$ cat src/rtl/fetch_channel_writer.sv
// Fetch-side producer of the decoder instruction channel: credit-limited sequential
// fetch into a DEPTH-entry PC-tagged FIFO, with redirect flush and in-flight discard.
module fetch_channel_writer #(
   parameter  int                 XPR_LEN  = 32,
   parameter  int                 DEPTH    = 4,
   parameter  logic [XPR_LEN-1:0] RESET_PC = '0,
   localparam int                 CW       = $clog2(DEPTH + 1)
) (
   input  logic               clk,
   input  logic               rst_n,
   input  logic               redirect_valid,
   input  logic [XPR_LEN-1:0] redirect_pc,
   output logic               imem_req_valid,
   input  logic               imem_req_ready,
   output logic [XPR_LEN-1:0] imem_req_addr,
   input  logic               imem_resp_valid,
   input  logic [XPR_LEN-1:0] imem_resp_data,
   output logic               dec_valid,
   input  logic               dec_ready,
   output logic [XPR_LEN-1:0] dec_inst,
   output logic [XPR_LEN-1:0] dec_pc,
   output logic [CW-1:0]      dec_count
);

   localparam int                 PW        = $clog2(DEPTH);
   localparam logic [CW:0]        L_DEPTH   = (CW + 1)'(DEPTH);
   localparam logic [CW-1:0]      L_ONE_C   = CW'(1);
   localparam logic [PW-1:0]      L_ONE_P   = PW'(1);
   localparam logic [XPR_LEN-1:0] L_PC_STEP = XPR_LEN'(4);
   localparam logic [XPR_LEN-1:0] L_PC_MASK = ~XPR_LEN'(3);

   logic [XPR_LEN-1:0] r_fetch_pc;
   logic [XPR_LEN-1:0] r_resp_pc;
   logic [CW-1:0]      r_outstanding;
   logic [CW-1:0]      r_discard;
   logic [CW-1:0]      r_count;
   logic [PW-1:0]      r_wr_ptr;
   logic [PW-1:0]      r_rd_ptr;
   logic               r_run;
   logic [XPR_LEN-1:0] r_fifo_inst [DEPTH];
   logic [XPR_LEN-1:0] r_fifo_pc   [DEPTH];

   logic [CW:0]        w_credit_sum;
   logic               w_req_hs;
   logic               w_push;
   logic               w_drop;
   logic               w_pop;
   logic [CW-1:0]      w_outstanding_next;
   logic [XPR_LEN-1:0] w_redirect_pc;

   // Outstanding requests reserve a slot each, so a live response can always be written.
   assign w_credit_sum   = {1'b0, r_outstanding} + {1'b0, r_count};
   assign imem_req_valid = r_run & ~redirect_valid & (w_credit_sum < L_DEPTH);
   assign imem_req_addr  = r_fetch_pc;
   assign w_req_hs       = imem_req_valid & imem_req_ready;

   assign w_push = imem_resp_valid & ~redirect_valid & (r_discard == '0);
   assign w_drop = imem_resp_valid & ~redirect_valid & (r_discard != '0);
   assign w_pop  = dec_valid & dec_ready & ~redirect_valid;

   assign w_outstanding_next = r_outstanding + CW'(w_req_hs) - CW'(imem_resp_valid);
   assign w_redirect_pc      = redirect_pc & L_PC_MASK;

   assign dec_valid = (r_count != '0);
   assign dec_count = r_count;
   assign dec_inst  = r_fifo_inst[r_rd_ptr];
   assign dec_pc    = r_fifo_pc[r_rd_ptr];

   // NOTE: state registers use non-blocking assignments so every update in this block
   // sees the pre-edge values, independent of statement order.
   always_ff @(posedge clk or negedge rst_n) begin
      if (!rst_n) begin
         r_fetch_pc    <= RESET_PC;
         r_resp_pc     <= RESET_PC;
         r_outstanding <= '0;
         r_discard     <= '0;
         r_count       <= '0;
         r_wr_ptr      <= '0;
         r_rd_ptr      <= '0;
         r_run         <= 1'b0;
      end else begin
         r_run         <= 1'b1;
         r_outstanding <= w_outstanding_next;
         if (redirect_valid) begin
            // Every request still in flight after this cycle belongs to the old stream.
            r_fetch_pc <= w_redirect_pc;
            r_resp_pc  <= w_redirect_pc;
            r_discard  <= w_outstanding_next;
            r_count    <= '0;
            r_wr_ptr   <= '0;
            r_rd_ptr   <= '0;
         end else begin
            if (w_req_hs) r_fetch_pc <= r_fetch_pc + L_PC_STEP;
            if (w_drop)   r_discard  <= r_discard - L_ONE_C;
            if (w_push) begin
               r_wr_ptr  <= r_wr_ptr + L_ONE_P;
               r_resp_pc <= r_resp_pc + L_PC_STEP;
            end
            if (w_pop) r_rd_ptr <= r_rd_ptr + L_ONE_P;
            case ({w_push, w_pop})
               2'b10:   r_count <= r_count + L_ONE_C;
               2'b01:   r_count <= r_count - L_ONE_C;
               default: r_count <= r_count;
            endcase
         end
      end
   end

   // NOTE: FIFO storage has no reset; dec_valid masks stale entries, and leaving it out
   // keeps the array as plain registers without reset fan-out.
   always_ff @(posedge clk) begin
      if (w_push) begin
         r_fifo_inst[r_wr_ptr] <= imem_resp_data;
         r_fifo_pc[r_wr_ptr]   <= r_resp_pc;
      end
   end

endmodule
$ cat config.mk
export PLATFORM = sky130hd
export DESIGN_NAME = fetch_channel_writer
export DESIGN_NICKNAME = d
export VERILOG_FILES = /design/src/rtl/fetch_channel_writer.sv
export SDC_FILE = /design/constraint.sdc
export NUM_CORES = 1
export LEC_CHECK = 0
export ABC_AREA = 1
export BUFFER_PORTS_ARGS = -buffer_cell sky130_fd_sc_hd__buf_2
export CAP_MARGIN = 10
export CORE_ASPECT_RATIO = 1.25
export CORE_MARGIN = 2
export CORE_UTILIZATION = 63
export DETAILED_ROUTE_END_ITERATION = 8
export PLACE_DENSITY = 0.85
export SETUP_SLACK_MARGIN = 0.3
export SKIP_CTS_REPAIR_TIMING = 1
export SLEW_MARGIN = 15
export SYNTH_ARGS = -nofsm -noshare
export SYNTH_HDL_FRONTEND = slang
export SYNTH_SLANG_ARGS = --single-unit
$ cat constraint.sdc
create_clock -name clk -period 11.4 [get_ports clk]
set_input_delay 0.57 -clock clk [delete_from_list [all_inputs] [get_ports clk]]
set_output_delay 0.57 -clock clk [all_outputs]
set_load 0.02 [all_outputs]
==> impl_results.html, run 1 <==
<table>
<tr><th>Metric</th><th>Value</th></tr>
<tr><th colspan="2">Placement</th></tr>
<tr><td>Sum of net half-perimeters after detailed placement</td><td>20,100 um</td></tr>
<tr><td>Post-Place Cell Area</td><td>15,400 um^2</td></tr>
<tr><td>IO Port Bufs</td><td>164</td></tr>
<tr><td>Worst setup slack after placement</td><td>7770 ps</td></tr>
<tr><td>RePlAce Congestion</td><td>~0.9</td></tr>
<tr><th colspan="2">Critical path</th></tr>
<tr><td>CP endpoint kind</td><td>output pin</td></tr>
<tr><td>Largest driver fanout on the critical path</td><td>63</td></tr>
<tr><td>Reg2reg start</td><td>dec_count[1]</td></tr>
<tr><td>Family of cells with the greatest summed delay on the critical path</td><td>buffers and inverters</td></tr>
<tr><td>Cell repeated most along the worst path</td><td>buf_4</td></tr>
<tr><td>Reg2Reg Setup Slack</td><td>8430 ps</td></tr>
<tr><td>Longest individual stage delay on the worst path</td><td>roughly 930 ps</td></tr>
<tr><td>Cell breakdown of the critical path</td><td>buf_4 &gt; clkinv_1 &gt; buf_4 &gt; o21ai_0 &gt; o22ai_1 &gt; buf_2</td></tr>
<tr><td>Worst Reg-to-Reg Cells</td><td>13</td></tr>
<tr><td>Crit path launch</td><td>r_rd_ptr[1]</td></tr>
<tr><td>Setup Crit Path Kind</td><td>reg -&gt; out</td></tr>
<tr><td>CP Launch Type</td><td>flip-flop</td></tr>
<tr><td>Endpoint required time on the critical path</td><td>10,830 ps</td></tr>
<tr><td>Endpoint of the worst register-to-register path</td><td>r_discard[2]</td></tr>
<tr><td>Arr. time, crit path</td><td>3410 ps</td></tr>
<tr><td>Critical path's slowest cell</td><td>clkinv_1</td></tr>
<tr><td>Count of buffering cells on the critical path with inverters included</td><td>4</td></tr>
<tr><th colspan="2">Clocking</th></tr>
<tr><td>Clock insertion delay at the later pin of the skew report</td><td>560 ps</td></tr>
<tr><td>Buffer levels on the longest clock path</td><td>3</td></tr>
<tr><td>Number of buffers inserted during clock tree synthesis</td><td>29</td></tr>
<tr><td>Buffer cell driving the clock tree root</td><td>clkbuf_16</td></tr>
<tr><td>Clock-pin slew reported for the worst setup and hold paths after clock tree synthesis</td><td>60 ps</td></tr>
<tr><td>Number of sinks on the clock net</td><td>322</td></tr>
<tr><td>TritonCTS clock tree</td><td>done</td></tr>
<tr><td>Maximum level of the CTS H-tree</td><td>1</td></tr>
<tr><th colspan="2">Power and ir drop</th></tr>
<tr><td>Total power after layout</td><td>3.19 mW</td></tr>
<tr><td>Power Dens Cells</td><td>196 nW/um^2</td></tr>
<tr><td>Max rail drop VDD</td><td>0.141 mV</td></tr>
<tr><td>Leakage Power</td><td>6.48 nW</td></tr>
<tr><th colspan="2">Cells and area</th></tr>
<tr><td>Register area</td><td>9300 um^2</td></tr>
<tr><td>Design Area, Final</td><td>16,300 um^2</td></tr>
<tr><td>Net count of the finished layout</td><td>1,630</td></tr>
<tr><td>End-of-flow core utilization</td><td>0.732</td></tr>
<tr><td>Diodes inserted</td><td>0</td></tr>
<tr><td>Layout cells sized above 1</td><td>0.161</td></tr>
<tr><td>Synthesis-to-finish area growth</td><td>13.7%</td></tr>
<tr><td>Area of combinational cells with multiple inputs</td><td>4430 um^2</td></tr>
<tr><td># fillers</td><td>~1,500</td></tr>
<tr><th colspan="2">Detailed routing</th></tr>
<tr><td>Via count normalized by instance count</td><td>5.78</td></tr>
<tr><td>Drt initial violations</td><td>870</td></tr>
<tr><td>WL final</td><td>between 30,000 and 40,000 um</td></tr>
<tr><td>DRC</td><td>0</td></tr>
<tr><td>DRT Pass-1 Iters</td><td>5</td></tr>
<tr><td>Via Count</td><td>between 10,000 and 15,000</td></tr>
<tr><td>Routed wirelength normalized by instance count</td><td>17.3 um</td></tr>
<tr><td>Antenna-violating nets left</td><td>0</td></tr>
<tr><th colspan="2">Job</th></tr>
<tr><td>Max cap viols</td><td>0</td></tr>
<tr><th colspan="2">Timing</th></tr>
<tr><td>Unrepaired setup endpoints after global routing</td><td>no</td></tr>
<tr><td>Max_slew headroom</td><td>0.308</td></tr>
<tr><td>Total count of hold-check failures in the final report</td><td>0</td></tr>
<tr><td>Transition time of the tightest slew-check pin</td><td>around 1000 ps</td></tr>
<tr><td>Count of final setup violators</td><td>0</td></tr>
<tr><td>Min Tclk post-route</td><td>between 3000 and 4000 ps</td></tr>
<tr><td>Least setup slack across all paths after layout</td><td>7420 ps</td></tr>
<tr><td>Final worst clock skew</td><td>around 25 ps</td></tr>
<tr><td>Final setup TNS</td><td>0 ps</td></tr>
<tr><td>Final critical-path share of the clock period</td><td>0.349</td></tr>
<tr><td>Count of final max-slew check failures</td><td>0</td></tr>
<tr><td>Peak Freq</td><td>251 MHz</td></tr>
<tr><th colspan="2">Global route</th></tr>
<tr><td>Antenna violations before repair</td><td>0</td></tr>
<tr><td>Global Route Usage Sum</td><td>0.266</td></tr>
<tr><td>Largest net degree at the start of global routing</td><td>79</td></tr>
<tr><td>Total congestion overflow</td><td>0</td></tr>
<tr><td>Wire length of the first global-routing pass</td><td>roughly 50,000 um</td></tr>
<tr><td>Number of global-route vias before repair</td><td>10,500</td></tr>
<tr><th colspan="2">Die</th></tr>
<tr><td>Top-level I/O count</td><td>171</td></tr>
<tr><td>Area enclosed by the die boundary</td><td>24,000 um^2</td></tr>
<tr><td>Starting density of the core</td><td>0.644</td></tr>
<tr><td>Die H</td><td>around 170 um</td></tr>
<tr><td>FP Rows</td><td>61</td></tr>
<tr><td>Floorplan core area</td><td>about 22,000 um^2</td></tr>
<tr><td>Die extent in x</td><td>~140 um</td></tr>
<tr><th colspan="2">Yosys</th></tr>
<tr><td>Top cells by count, synth</td><td>nand2_1, edfxtp_1, nor2_1</td></tr>
<tr><td>Fraction of registers with async set/reset</td><td>0.230</td></tr>
<tr><td>Syn Area/Cell</td><td>between 10 and 15 um^2</td></tr>
<tr><td>Instance count of the mapped netlist</td><td>between 1,000 and 1,500</td></tr>
<tr><td>Yosys cell types</td><td>38</td></tr>
<tr><td>Library cell with the largest summed area after synthesis</td><td>edfxtp_1</td></tr>
<tr><td>Most instantiated flip-flop cell in the synthesis netlist</td><td>edfxtp_1</td></tr>
<tr><td>Most numerous cell in the Yosys netlist</td><td>nand2_1</td></tr>
<tr><td>Cell area after synthesis</td><td>14,400 um^2</td></tr>
<tr><td>FF+latch count, synth</td><td>322</td></tr>
<tr><td>Number of warning messages in the yosys log</td><td>0</td></tr>
<tr><td>Number of flops mapped to enable cells by yosys</td><td>248</td></tr>
<tr><td>Biggest area contributors in the synthesized netlist</td><td>edfxtp_1, dfrtp_1, nand2_1, nor2_1, o21ai_0</td></tr>
<tr><td>Sequential fraction of the synthesis area</td><td>0.648</td></tr>
<tr><td>Share of Yosys cell area claimed by the top area cell type</td><td>0.519</td></tr>
<tr><th colspan="2">Min path</th></tr>
<tr><td>Endpoint of the worst hold path</td><td>r_fifo_inst[0][18]</td></tr>
<tr><td>Start point of the worst min-delay path</td><td>imem_resp_data[18]</td></tr>
<tr><td>HP Class</td><td>in -&gt; reg</td></tr>
<tr><td>Number of instances on the worst hold path</td><td>1</td></tr>
<tr><th colspan="2">Outcome</th></tr>
<tr><td>Status</td><td>finished, final reports clean</td></tr>
</table>
through the flow:
step / cells / hold slack [ps]
after floorplan: 1403 / 274
after global placement: 1797 / 413
after detailed placement: 1797 / 415
after CTS: 1851 / -167
after global routing: 1852 / 211
final: 1852 / 223
placed cells by master (no fill, tap or decap), drive strengths merged, types with 6 or more instances in the layout:
cell,n
a21oi,8
buf,173
clkbuf,40
clkinv,12
dfrtp,74
edfxtp,248
ha,12
inv,99
nand2,314
nand3,90
nand4,8
nor2,219
o211ai,16
o21ai,148
o22ai,63
xnor2,6
xor2,14
flip-flops by register name, indices dropped and copies added, names as in the netlist:
register	cells
r_resp_pc	30
imem_req_addr	30
r_rd_ptr	2
r_wr_ptr	2
r_fifo_inst	128
r_discard	3
r_fifo_pc	120
r_run	1
r_outstanding	3
dec_count	3
per-layer routing:
metal / vias to the layer above / track usage / wire length, um
li1: 5075 / - / -
met1: 5067 / 0.338 / 12100
met2: 480 / 0.461 / 16200
met3: 89 / 0.0321 / 2540
met4: 0 / 0.122 / 1260
met5: - / 0 / 0
logic make-up after synthesis:
logic type | count (synthesis) | synth area share
buf+inv | 162 | 0.0463
other cells | 2 | 0.000523
compound gates | 239 | 0.0923
simple gates | 641 | 0.187
xor+xnor | 20 | 0.0122
fa+ha+maj | 14 | 0.0133
flops | 322 | 0.648
power by group:
group          switching (mW)  internal [mW]
Combinational           0.534          0.241
Clock                   0.413          0.532
Sequential              0.112           1.36
worst max-delay path by stage:
stage | depth (start not counted) | to | slack (ps)
2_1_floorplan | 5 | r_fifo_inst[0][0] | 7250
3_3_place_gp | 11 | dec_count[2] | 7820
3_5_place_dp | 11 | dec_count[2] | 7770
4_1_cts | 6 | dec_pc[11] | 7360
5_1_grt | 6 | dec_pc[18] | 7210
6_report | 6 | dec_pc[11] | 7420
layout make-up:
class                      instances  area share
sequential                       322       0.570
multi-input combinational        919       0.272
clock inverter                    14     0.00683
inverter                         100      0.0232
clock buffer                      40      0.0507
timing repair buffer             174      0.0552
tap                              283      0.0217
No activity file was read; power rests on OpenSTA's default activity.
==> run 2: changes to the inputs <==
--- a/config.mk
+++ b/config.mk
@@ -10,9 +10,9 @@
 export CAP_MARGIN = 10
 export CORE_ASPECT_RATIO = 1.25
 export CORE_MARGIN = 2
-export CORE_UTILIZATION = 63
+export CORE_UTILIZATION = 58
 export DETAILED_ROUTE_END_ITERATION = 8
-export PLACE_DENSITY = 0.85
+export PLACE_DENSITY = 0.79
 export SETUP_SLACK_MARGIN = 0.3
 export SKIP_CTS_REPAIR_TIMING = 1
 export SLEW_MARGIN = 15
==> constraint.sdc (replaced) <==
create_clock -name clk -period 4.14 [get_ports clk]
set_input_delay 0.207 -clock clk [delete_from_list [all_inputs] [get_ports clk]]
set_output_delay 0.207 -clock clk [all_outputs]
set_load 0.02 [all_outputs]
==> run 2 against run 1 <==
Effect of this change: the run now ends with negative hold slack left; routed wire length up 3.5%; hold slack worse by 260 ps; worst setup slack worse by 6400 ps; clock power rose to 2.8 times the previous value; sequential power rose to 2.8 times the previous value; sequential share of layout area down 1.9 points; combinational power rose to 2.8 times the previous value; critical path type unchanged; highest routed layer unchanged.
==> impl_results.html, run 2 (synthesis gave the netlist of run 1 again) <==
<table>
<tr><th>Metric</th><th>Value</th></tr>
<tr><th colspan="2">Outcome</th></tr>
<tr><td>Violated checks</td><td>negative hold slack</td></tr>
<tr><td>Status</td><td>finished, violations left</td></tr>
<tr><th colspan="2">Die</th></tr>
<tr><td>Floorplan core area</td><td>24,400 um^2</td></tr>
<tr><td>Starting density of the core</td><td>0.588</td></tr>
<tr><td>Die H</td><td>180 um</td></tr>
<tr><td>Die extent in x</td><td>145 um</td></tr>
<tr><td>Area enclosed by the die boundary</td><td>about 26,000 um^2</td></tr>
<tr><td>FP Rows</td><td>64</td></tr>
<tr><td>Top-level I/O count</td><td>roughly 170</td></tr>
<tr><th colspan="2">Timing</th></tr>
<tr><td>Transition time of the tightest slew-check pin</td><td>between 1000 and 1500 ps</td></tr>
<tr><td>Final setup TNS</td><td>0 ps</td></tr>
<tr><td>Peak Freq</td><td>approximately 320 MHz</td></tr>
<tr><td>Count of final setup violators</td><td>0</td></tr>
<tr><td>Min Tclk post-route</td><td>between 3000 and 4000 ps</td></tr>
<tr><td>Final critical-path share of the clock period</td><td>0.759</td></tr>
<tr><td>Total count of hold-check failures in the final report</td><td>3</td></tr>
<tr><td>Count of final max-slew check failures</td><td>0</td></tr>
<tr><td>Final-layout worst hold slack</td><td>-40.3 ps</td></tr>
<tr><td>Unrepaired setup endpoints after global routing</td><td>no</td></tr>
<tr><td>Max_slew headroom</td><td>0.250</td></tr>
<tr><td>Final worst clock skew</td><td>19.7 ps</td></tr>
<tr><th colspan="2">Detailed routing</th></tr>
<tr><td>Antenna-violating nets left</td><td>0</td></tr>
<tr><td>Via Count</td><td>10,800</td></tr>
<tr><td>Via count normalized by instance count</td><td>5.53</td></tr>
<tr><td>DRT Pass-1 Iters</td><td>5</td></tr>
<tr><td>Drt initial violations</td><td>761</td></tr>
<tr><td>Routed wirelength normalized by instance count</td><td>17.0 um</td></tr>
<tr><td>DRC</td><td>0</td></tr>
<tr><td>WL final</td><td>33,200 um</td></tr>
<tr><th colspan="2">Power and ir drop</th></tr>
<tr><td>Combinational share of power</td><td>0.247</td></tr>
<tr><td>Total power after layout</td><td>8.87 mW</td></tr>
<tr><td>Pint</td><td>roughly 5.9 mW</td></tr>
<tr><td>Switching power</td><td>2.93 mW</td></tr>
<tr><td>Part of the power in the clock network</td><td>0.295</td></tr>
<tr><td>Proportion of power drawn by flip-flops and latches</td><td>0.458</td></tr>
<tr><td>Power Dens Cells</td><td>between 500 and 600 nW/um^2</td></tr>
<tr><td>Sw Share</td><td>0.330</td></tr>
<tr><td>Leakage Power</td><td>6.69 nW</td></tr>
<tr><td>Max rail drop VDD</td><td>about 0.39 mV</td></tr>
<tr><th colspan="2">Cells and area</th></tr>
<tr><td>Most common cell after layout, fill and taps aside</td><td>nand2_1</td></tr>
<tr><td>Registers with the most flip-flops</td><td>r_fifo_inst (128), r_fifo_pc (120)</td></tr>
<tr><td>Diodes inserted</td><td>0</td></tr>
<tr><td>Biggest register</td><td>r_fifo_inst</td></tr>
<tr><td>Layout cells sized above 1</td><td>0.157</td></tr>
<tr><td>Synthesis-to-finish area growth</td><td>17.6%</td></tr>
<tr><td>Top library cells by usage in the layout, fill and taps aside</td><td>nand2_1, edfxtp_1, nor2_1</td></tr>
<tr><td>Net count of the finished layout</td><td>1,683</td></tr>
<tr><td>Number of flip-flops under the largest register name</td><td>128</td></tr>
<tr><th colspan="2">Clocking</th></tr>
<tr><td>Maximum level of the CTS H-tree</td><td>1</td></tr>
<tr><td>Clock-pin slew reported for the worst setup and hold paths after clock tree synthesis</td><td>60 ps</td></tr>
<tr><td>Clock insertion delay at the later pin of the skew report</td><td>540 ps</td></tr>
<tr><td>Number of buffers inserted during clock tree synthesis</td><td>29</td></tr>
<tr><td>TritonCTS clock tree</td><td>done</td></tr>
<tr><td>Number of sinks on the clock net</td><td>322</td></tr>
<tr><td>Buffer levels on the longest clock path</td><td>3</td></tr>
<tr><td>Buffer cell driving the clock tree root</td><td>clkbuf_16</td></tr>
<tr><th colspan="2">Global route</th></tr>
<tr><td>GRT met1 Usage</td><td>0.316</td></tr>
<tr><td>Wire length of the first global-routing pass</td><td>50,400 um</td></tr>
<tr><td>Antenna violations before repair</td><td>0</td></tr>
<tr><td>Global-route track usage on met2</td><td>0.427</td></tr>
<tr><td>Met3 GRT Util</td><td>0.0341</td></tr>
<tr><td>Global Route Usage Sum</td><td>0.245</td></tr>
<tr><td>Total congestion overflow</td><td>0</td></tr>
<tr><td>Number of global-route vias before repair</td><td>10,100</td></tr>
<tr><td>Largest net degree at the start of global routing</td><td>87</td></tr>
<tr><td>Busiest layer in global routing</td><td>met2</td></tr>
<tr><th colspan="2">Critical path</th></tr>
<tr><td>Count of buffering cells on the critical path with inverters included</td><td>3</td></tr>
<tr><td>Critical path's slowest cell</td><td>dfrtp_4</td></tr>
<tr><td>Arr. time, crit path</td><td>2940 ps</td></tr>
<tr><td>Setup Crit Path Kind</td><td>reg -&gt; out</td></tr>
<tr><td>Largest driver fanout on the critical path</td><td>52</td></tr>
<tr><td>Cell breakdown of the critical path</td><td>clkinv_2 &gt; buf_4 &gt; o21ai_0 &gt; o22ai_1 &gt; buf_2</td></tr>
<tr><td>CP endpoint kind</td><td>output pin</td></tr>
<tr><td>CP Launch Type</td><td>flip-flop</td></tr>
<tr><td>Longest individual stage delay on the worst path</td><td>710 ps</td></tr>
<tr><td>Family of cells with the greatest summed delay on the critical path</td><td>buffers and inverters</td></tr>
<tr><td>Endpoint required time on the critical path</td><td>3930 ps</td></tr>
<tr><th colspan="2">Placement</th></tr>
<tr><td>Sum of net half-perimeters after detailed placement</td><td>20,200 um</td></tr>
<tr><td>IO Port Bufs</td><td>164</td></tr>
<tr><td>RePlAce Congestion</td><td>0.930</td></tr>
<tr><th colspan="2">Min path</th></tr>
<tr><td>HP Class</td><td>in -&gt; reg</td></tr>
<tr><th colspan="2">Job</th></tr>
<tr><td>Max cap viols</td><td>0</td></tr>
</table>
-- run 2: area by class of cell --
| class | count | area (um^2) |
|---|---|---|
| sequential | 322 | 9300 |
| fill | 1774 | 7540 |
| multi-input combinational | 919 | 4430 |
| timing repair buffer | 227 | 1430 |
| clock buffer | 42 | 815 |
| tap | 330 | 413 |
| inverter | 100 | 379 |
| clock inverter | 11 | 114 |
-- run 2: metrics by stage --
step	area, um^2	setup WS (ps)	utilization	std cells	hold WS [ps]
2_1_floorplan	14400	134	-	1403	-88.6
3_3_place_gp	15500	1380	0.633	1849	300
3_5_place_dp	15500	1230	0.633	1849	298
4_1_cts	16400	1020	0.671	1902	-267
5_1_grt	16900	833	0.691	1951	2.54
6_report	16900	996	0.691	1951	-40.3
-- run 2: path summary, 6_finish.rpt --
kind | start | to | slack, ps | cells past startpoint
setup reg to reg | dec_count[1] | r_discard[2] | 1260 | 13
max in group asynchronous | rst_n | r_resp_pc[18] | 3080 | 3
hold / removal | redirect_pc[30] | imem_req_addr[30] | -40 | 3
setup / recovery | r_rd_ptr[0] | dec_inst[26] | 1000 | 5
min in group asynchronous | rst_n | imem_req_addr[23] | 260 | 2
hold reg to reg | r_outstanding[1] | r_outstanding[2] | 520 | 1
-- run 2: worst register-to-register path: stages (launching register included) --
cell	delay (ps)
dfrtp_1	440
ha_1	330
nand3_1	80
nand3_1	150
nor2_4	150
nand2_4	170
ha_1	330
inv_1	40
ha_1	180
fa_1	380
xnor2_1	180
xor2_1	210
nor2_1	60
o22ai_1	110
-- run 2: routing by layer --
metal,part of all wire,vias to the layer above,wire (um)
met5,0,-,0
met2,0.51,425,16800
met4,0.026,0,878
met1,0.40,5119,13200
met3,0.069,63,2310
li1,-,5174,-
-- run 2: power groups by stage --
stage,clock network (mW),logic (mW),registers (mW)
2_1_floorplan,0,1.44,4.08
3_3_place_gp,0,2.09,4.10
3_5_place_dp,0,2.15,4.12
4_1_cts,2.63,2.16,4.05
5_1_grt,2.77,2.43,4.10
6_report,2.62,2.19,4.06
==> run 3: changes to the inputs <==
--- a/config.mk
+++ b/config.mk
@@ -5,14 +5,14 @@
 export SDC_FILE = /design/constraint.sdc
 export NUM_CORES = 1
 export LEC_CHECK = 0
-export ABC_AREA = 1
+export ABC_AREA = 0
 export BUFFER_PORTS_ARGS = -buffer_cell sky130_fd_sc_hd__buf_2
 export CAP_MARGIN = 10
 export CORE_ASPECT_RATIO = 1.25
 export CORE_MARGIN = 2
 export CORE_UTILIZATION = 58
 export DETAILED_ROUTE_END_ITERATION = 8
-export PLACE_DENSITY = 0.79
+export PLACE_DENSITY = 0.8
 export SETUP_SLACK_MARGIN = 0.3
 export SKIP_CTS_REPAIR_TIMING = 1
 export SLEW_MARGIN = 15
==> constraint.sdc (replaced) <==
create_clock -name clk -period 3.3 [get_ports clk]
set_input_delay 0.165 -clock clk [delete_from_list [all_inputs] [get_ports clk]]
set_output_delay 0.165 -clock clk [all_outputs]
set_load 0.02 [all_outputs]
==> run 3 against run 2 <==
Effect of this change: the run now ends clean; critical path depth grew 7; routed wire length is 20% lower; core utilization increased by 3.4 points; clock skew shrank 4.7 ps; register-to-register slack got worse by 770 ps; largest power group unchanged; via count shrank 27%; non-clock buffer count is 22 higher; combinational power shrank 12%; final area decreased by 4.3%; global-route usage down 3.1 points.
==> impl_results.html, run 3 <==
<table>
<tr><th>Metric</th><th>Value</th></tr>
<tr><th colspan="2">Yosys</th></tr>
<tr><td>Multiplexer share of the synthesized area</td><td>0.115</td></tr>
<tr><td>Syn Area/Cell</td><td>16.9 um^2</td></tr>
<tr><td>Most numerous cell in the Yosys netlist</td><td>edfxtp_1</td></tr>
<tr><td>Fraction of the mapped netlist area in compound gates</td><td>0.0358</td></tr>
<tr><td>Share of Yosys cell area claimed by the top area cell type</td><td>0.565</td></tr>
<tr><td>Instance count of the mapped netlist</td><td>778</td></tr>
<tr><td>Yosys cell types</td><td>54</td></tr>
<tr><td>Most instantiated flip-flop cell in the synthesis netlist</td><td>edfxtp_1</td></tr>
<tr><td>Number of flops mapped to enable cells by yosys</td><td>248</td></tr>
<tr><td>Biggest area contributors in the synthesized netlist</td><td>edfxtp_1, dfrtp_1, mux4_2, nand2_1, nand3_1</td></tr>
<tr><td>Top cells by count, synth</td><td>edfxtp_1, dfrtp_1, mux4_2</td></tr>
<tr><td>Number of warning messages in the yosys log</td><td>0</td></tr>
<tr><td>FF+latch count, synth</td><td>between 300 and 400</td></tr>
<tr><td>Library cell with the largest summed area after synthesis</td><td>edfxtp_1</td></tr>
<tr><td>Main combinational cell family by area after synthesis</td><td>multiplexers</td></tr>
<tr><td>Cell area after synthesis</td><td>13,200 um^2</td></tr>
<tr><td>Simple logic cell fraction of the synthesized area</td><td>0.0815</td></tr>
<tr><td>Sequential fraction of the synthesis area</td><td>0.706</td></tr>
<tr><td>Fraction of registers with async set/reset</td><td>0.230</td></tr>
<tr><td>Adder-cell share of the synthesized area</td><td>0.0144</td></tr>
<tr><td>Post-Synth XOR/XNOR Area</td><td>0.0279</td></tr>
<tr><th colspan="2">Die</th></tr>
<tr><td>Floorplan core area</td><td>22,300 um^2</td></tr>
<tr><td>Area enclosed by the die boundary</td><td>23,900 um^2</td></tr>
<tr><td>Starting density of the core</td><td>0.591</td></tr>
<tr><td>Top-level I/O count</td><td>171</td></tr>
<tr><td>Die H</td><td>173 um</td></tr>
<tr><td>Die extent in x</td><td>139 um</td></tr>
<tr><td>FP Rows</td><td>a little over 60</td></tr>
<tr><th colspan="2">Timing</th></tr>
<tr><td>Final worst clock skew</td><td>14.9 ps</td></tr>
<tr><td>Count of final max-slew check failures</td><td>0</td></tr>
<tr><td>Count of final setup violators</td><td>0</td></tr>
<tr><td>Final setup TNS</td><td>0 ps</td></tr>
<tr><td>Transition time of the tightest slew-check pin</td><td>687 ps</td></tr>
<tr><td>Max_slew headroom</td><td>0.538</td></tr>
<tr><td>Min Tclk post-route</td><td>2810 ps</td></tr>
<tr><td>Least setup slack across all paths after layout</td><td>492 ps</td></tr>
<tr><td>Peak Freq</td><td>356 MHz</td></tr>
<tr><td>Unrepaired setup endpoints after global routing</td><td>no</td></tr>
<tr><td>Total count of hold-check failures in the final report</td><td>0</td></tr>
<tr><td>Final critical-path share of the clock period</td><td>0.851</td></tr>
<tr><th colspan="2">Cells and area</th></tr>
<tr><td>Top library cells by usage in the layout, fill and taps aside</td><td>edfxtp_1, buf_2, dfrtp_1</td></tr>
<tr><td># fillers</td><td>about 1,400</td></tr>
<tr><td>Diodes inserted</td><td>0</td></tr>
<tr><td>Biggest register</td><td>r_fifo_inst</td></tr>
<tr><td>Registers with the most flip-flops</td><td>r_fifo_inst (128), r_fifo_pc (120)</td></tr>
<tr><td>Register area</td><td>between 9000 and 10,000 um^2</td></tr>
<tr><td>Synthesis-to-finish area growth</td><td>22.6%</td></tr>
<tr><td>Number of flip-flops under the largest register name</td><td>approximately 130</td></tr>
<tr><td>Most common cell after layout, fill and taps aside</td><td>edfxtp_1</td></tr>
<tr><td>Layout cells sized above 1</td><td>0.315</td></tr>
<tr><td>Area of combinational cells with multiple inputs</td><td>3670 um^2</td></tr>
<tr><td>End-of-flow core utilization</td><td>0.725</td></tr>
<tr><td>Net count of the finished layout</td><td>1,107</td></tr>
<tr><td>Final Non-Filler Cells</td><td>1,329</td></tr>
<tr><th colspan="2">Detailed routing</th></tr>
<tr><td>DRT Pass-1 Iters</td><td>5</td></tr>
<tr><td>Antenna-violating nets left</td><td>0</td></tr>
<tr><td>DRC</td><td>0</td></tr>
<tr><td>WL final</td><td>between 20,000 and 30,000 um</td></tr>
<tr><td>Drt initial violations</td><td>about 660</td></tr>
<tr><td>Via Count</td><td>about 7,800</td></tr>
<tr><td>Via count normalized by instance count</td><td>5.90</td></tr>
<tr><td>Routed wirelength normalized by instance count</td><td>20.1 um</td></tr>
<tr><th colspan="2">Power and ir drop</th></tr>
<tr><td>Power Dens Cells</td><td>648 nW/um^2</td></tr>
<tr><td>Combinational share of power</td><td>0.183</td></tr>
<tr><td>Sw Share</td><td>0.270</td></tr>
<tr><td>Proportion of power drawn by flip-flops and latches</td><td>0.473</td></tr>
<tr><td>Leakage Power</td><td>around 6 nW</td></tr>
<tr><td>Max rail drop VDD</td><td>0.453 mV</td></tr>
<tr><td>Part of the power in the clock network</td><td>0.344</td></tr>
<tr><td>Total power after layout</td><td>about 10 mW</td></tr>
<tr><td>Switching power</td><td>2.83 mW</td></tr>
<tr><td>Pint</td><td>7.63 mW</td></tr>
<tr><th colspan="2">Clocking</th></tr>
<tr><td>Clock insertion delay at the later pin of the skew report</td><td>around 560 ps</td></tr>
<tr><td>Buffer levels on the longest clock path</td><td>3</td></tr>
<tr><td>Clock-pin slew reported for the worst setup and hold paths after clock tree synthesis</td><td>around 60 ps</td></tr>
<tr><td>Buffer cell driving the clock tree root</td><td>clkbuf_16</td></tr>
<tr><td>Number of sinks on the clock net</td><td>322</td></tr>
<tr><td>TritonCTS clock tree</td><td>done</td></tr>
<tr><td>Maximum level of the CTS H-tree</td><td>1</td></tr>
<tr><td>Number of buffers inserted during clock tree synthesis</td><td>30</td></tr>
<tr><th colspan="2">Critical path</th></tr>
<tr><td>Family of cells with the greatest summed delay on the critical path</td><td>adder cells</td></tr>
<tr><td>Worst Reg-to-Reg Cells</td><td>12</td></tr>
<tr><td>Reg2Reg Setup Slack</td><td>490 ps</td></tr>
<tr><td>Cell repeated most along the worst path</td><td>ha_1</td></tr>
<tr><td>Setup Crit Path Kind</td><td>reg -&gt; reg</td></tr>
<tr><td>Critical path's slowest cell</td><td>dfrtp_1</td></tr>
<tr><td>Endpoint required time on the critical path</td><td>3770 ps</td></tr>
<tr><td>Crit path launch</td><td>dec_count[1]</td></tr>
<tr><td>Critical path capture point</td><td>r_discard[2]</td></tr>
<tr><td>Logic depth of the worst path, buffers included</td><td>12</td></tr>
<tr><td>Arr. time, crit path</td><td>3280 ps</td></tr>
<tr><td>Largest driver fanout on the critical path</td><td>7</td></tr>
<tr><td>CP endpoint kind</td><td>flip-flop</td></tr>
<tr><td>CP Launch Type</td><td>flip-flop</td></tr>
<tr><td>Endpoint of the worst register-to-register path</td><td>r_discard[2]</td></tr>
<tr><td>Cell breakdown of the critical path</td><td>ha_1 &gt; nor4_2 &gt; and4_1 &gt; inv_2 &gt; ha_1 &gt; inv_1 &gt; ha_1 &gt; fa_2 &gt; xnor2_2 &gt; xnor2_1 &gt; nand2_1 &gt; o21ai_1</td></tr>
<tr><td>Count of buffering cells on the critical path with inverters included</td><td>2</td></tr>
<tr><td>Longest individual stage delay on the worst path</td><td>460 ps</td></tr>
<tr><td>Reg2reg start</td><td>dec_count[1]</td></tr>
<tr><th colspan="2">Placement</th></tr>
<tr><td>RePlAce Congestion</td><td>0.882</td></tr>
<tr><td>Worst setup slack after placement</td><td>459 ps</td></tr>
<tr><td>IO Port Bufs</td><td>164</td></tr>
<tr><td>Cells after DPL</td><td>about 1,200</td></tr>
<tr><td>Sum of net half-perimeters after detailed placement</td><td>16,600 um</td></tr>
<tr><th colspan="2">Global route</th></tr>
<tr><td>Total congestion overflow</td><td>0</td></tr>
<tr><td>Largest net degree at the start of global routing</td><td>75</td></tr>
<tr><td>Number of global-route vias before repair</td><td>about 8,000</td></tr>
<tr><td>Wire length of the first global-routing pass</td><td>between 40,000 and 50,000 um</td></tr>
<tr><td>Global Route Usage Sum</td><td>0.213</td></tr>
<tr><td>Antenna violations before repair</td><td>0</td></tr>
<tr><th colspan="2">Outcome</th></tr>
<tr><td>Status</td><td>finished, final reports clean</td></tr>
<tr><th colspan="2">Job</th></tr>
<tr><td>Max cap viols</td><td>0</td></tr>
<tr><th colspan="2">Min path</th></tr>
<tr><td>HP Class</td><td>in -&gt; reg</td></tr>
</table>
## run 3: worst min path at each step
stage	from	end	slack, ps	depth (start not counted)
2_1_floorplan	rst_n	dec_count[0]	-130	0
3_3_place_gp	rst_n	r_run	230	2
3_5_place_dp	rst_n	r_run	230	2
4_1_cts	rst_n	r_discard[1]	-360	2
5_1_grt	redirect_pc[14]	r_resp_pc[14]	60	3
6_report	redirect_pc[14]	r_resp_pc[14]	60	3
## run 3: layout make-up
| class | instances | area share |
|---|---|---|
| Sequential cell | 322 | 0.576 |
| Multi-Input combinational cell | 407 | 0.227 |
| Timing Repair Buffer | 249 | 0.107 |
| Clock buffer | 37 | 0.0493 |
| Tap cell | 283 | 0.0219 |
| Clock inverter | 18 | 0.0153 |
| Inverter | 13 | 0.00302 |
## run 3: metal layers
| layer | track usage | vias to the layer above | part of all wire |
|---|---|---|---|
| met2 | 0.364 | 317 | 0.51 |
| met3 | 0.0342 | 48 | 0.061 |
| met5 | 0 | - | 0 |
| met4 | 0.0556 | 0 | 0.020 |
| met1 | 0.292 | 3941 | 0.41 |
| li1 | - | 3540 | - |
## run 3: cells by family (layout without fill, tap and decap cells)
family	Yosys count	count (layout)
mux	73	73
fa+ha+maj	14	14
compound gates	76	76
other cells	2	5
simple gates	197	197
flops	322	322
buf+inv	52	317
xor+xnor	42	42
## run 3: per-stage QoR
step | hold WS (ps) | cell area, um^2
after floorplan | -131 | 13200
after global placement | 231 | 14500
after detailed placement | 227 | 14500
after CTS | -364 | 15500
after global routing | 62.1 | 16200
final | 59.7 | 16200
## run 3: worst register-to-register path, delay by kind of cell, from the launching register on
family | cells | cell delay [ps]
fa+ha+maj | 4 | 1040
simple gates | 3 | 680
flops | 1 | 460
xor+xnor | 2 | 360
buf+inv | 2 | 90
compound gates | 1 | 90
## run 3: power by group through the flow
stage / sequential [mW] / combinational (mW) / clock [mW]
floorplan: 4.96 / 1.27 / 0
global placement: 5.01 / 1.81 / 0
detailed placement: 5.02 / 1.84 / 0
CTS: 4.94 / 1.85 / 3.65
global route: 4.99 / 2.08 / 3.82
finish: 4.95 / 1.92 / 3.60
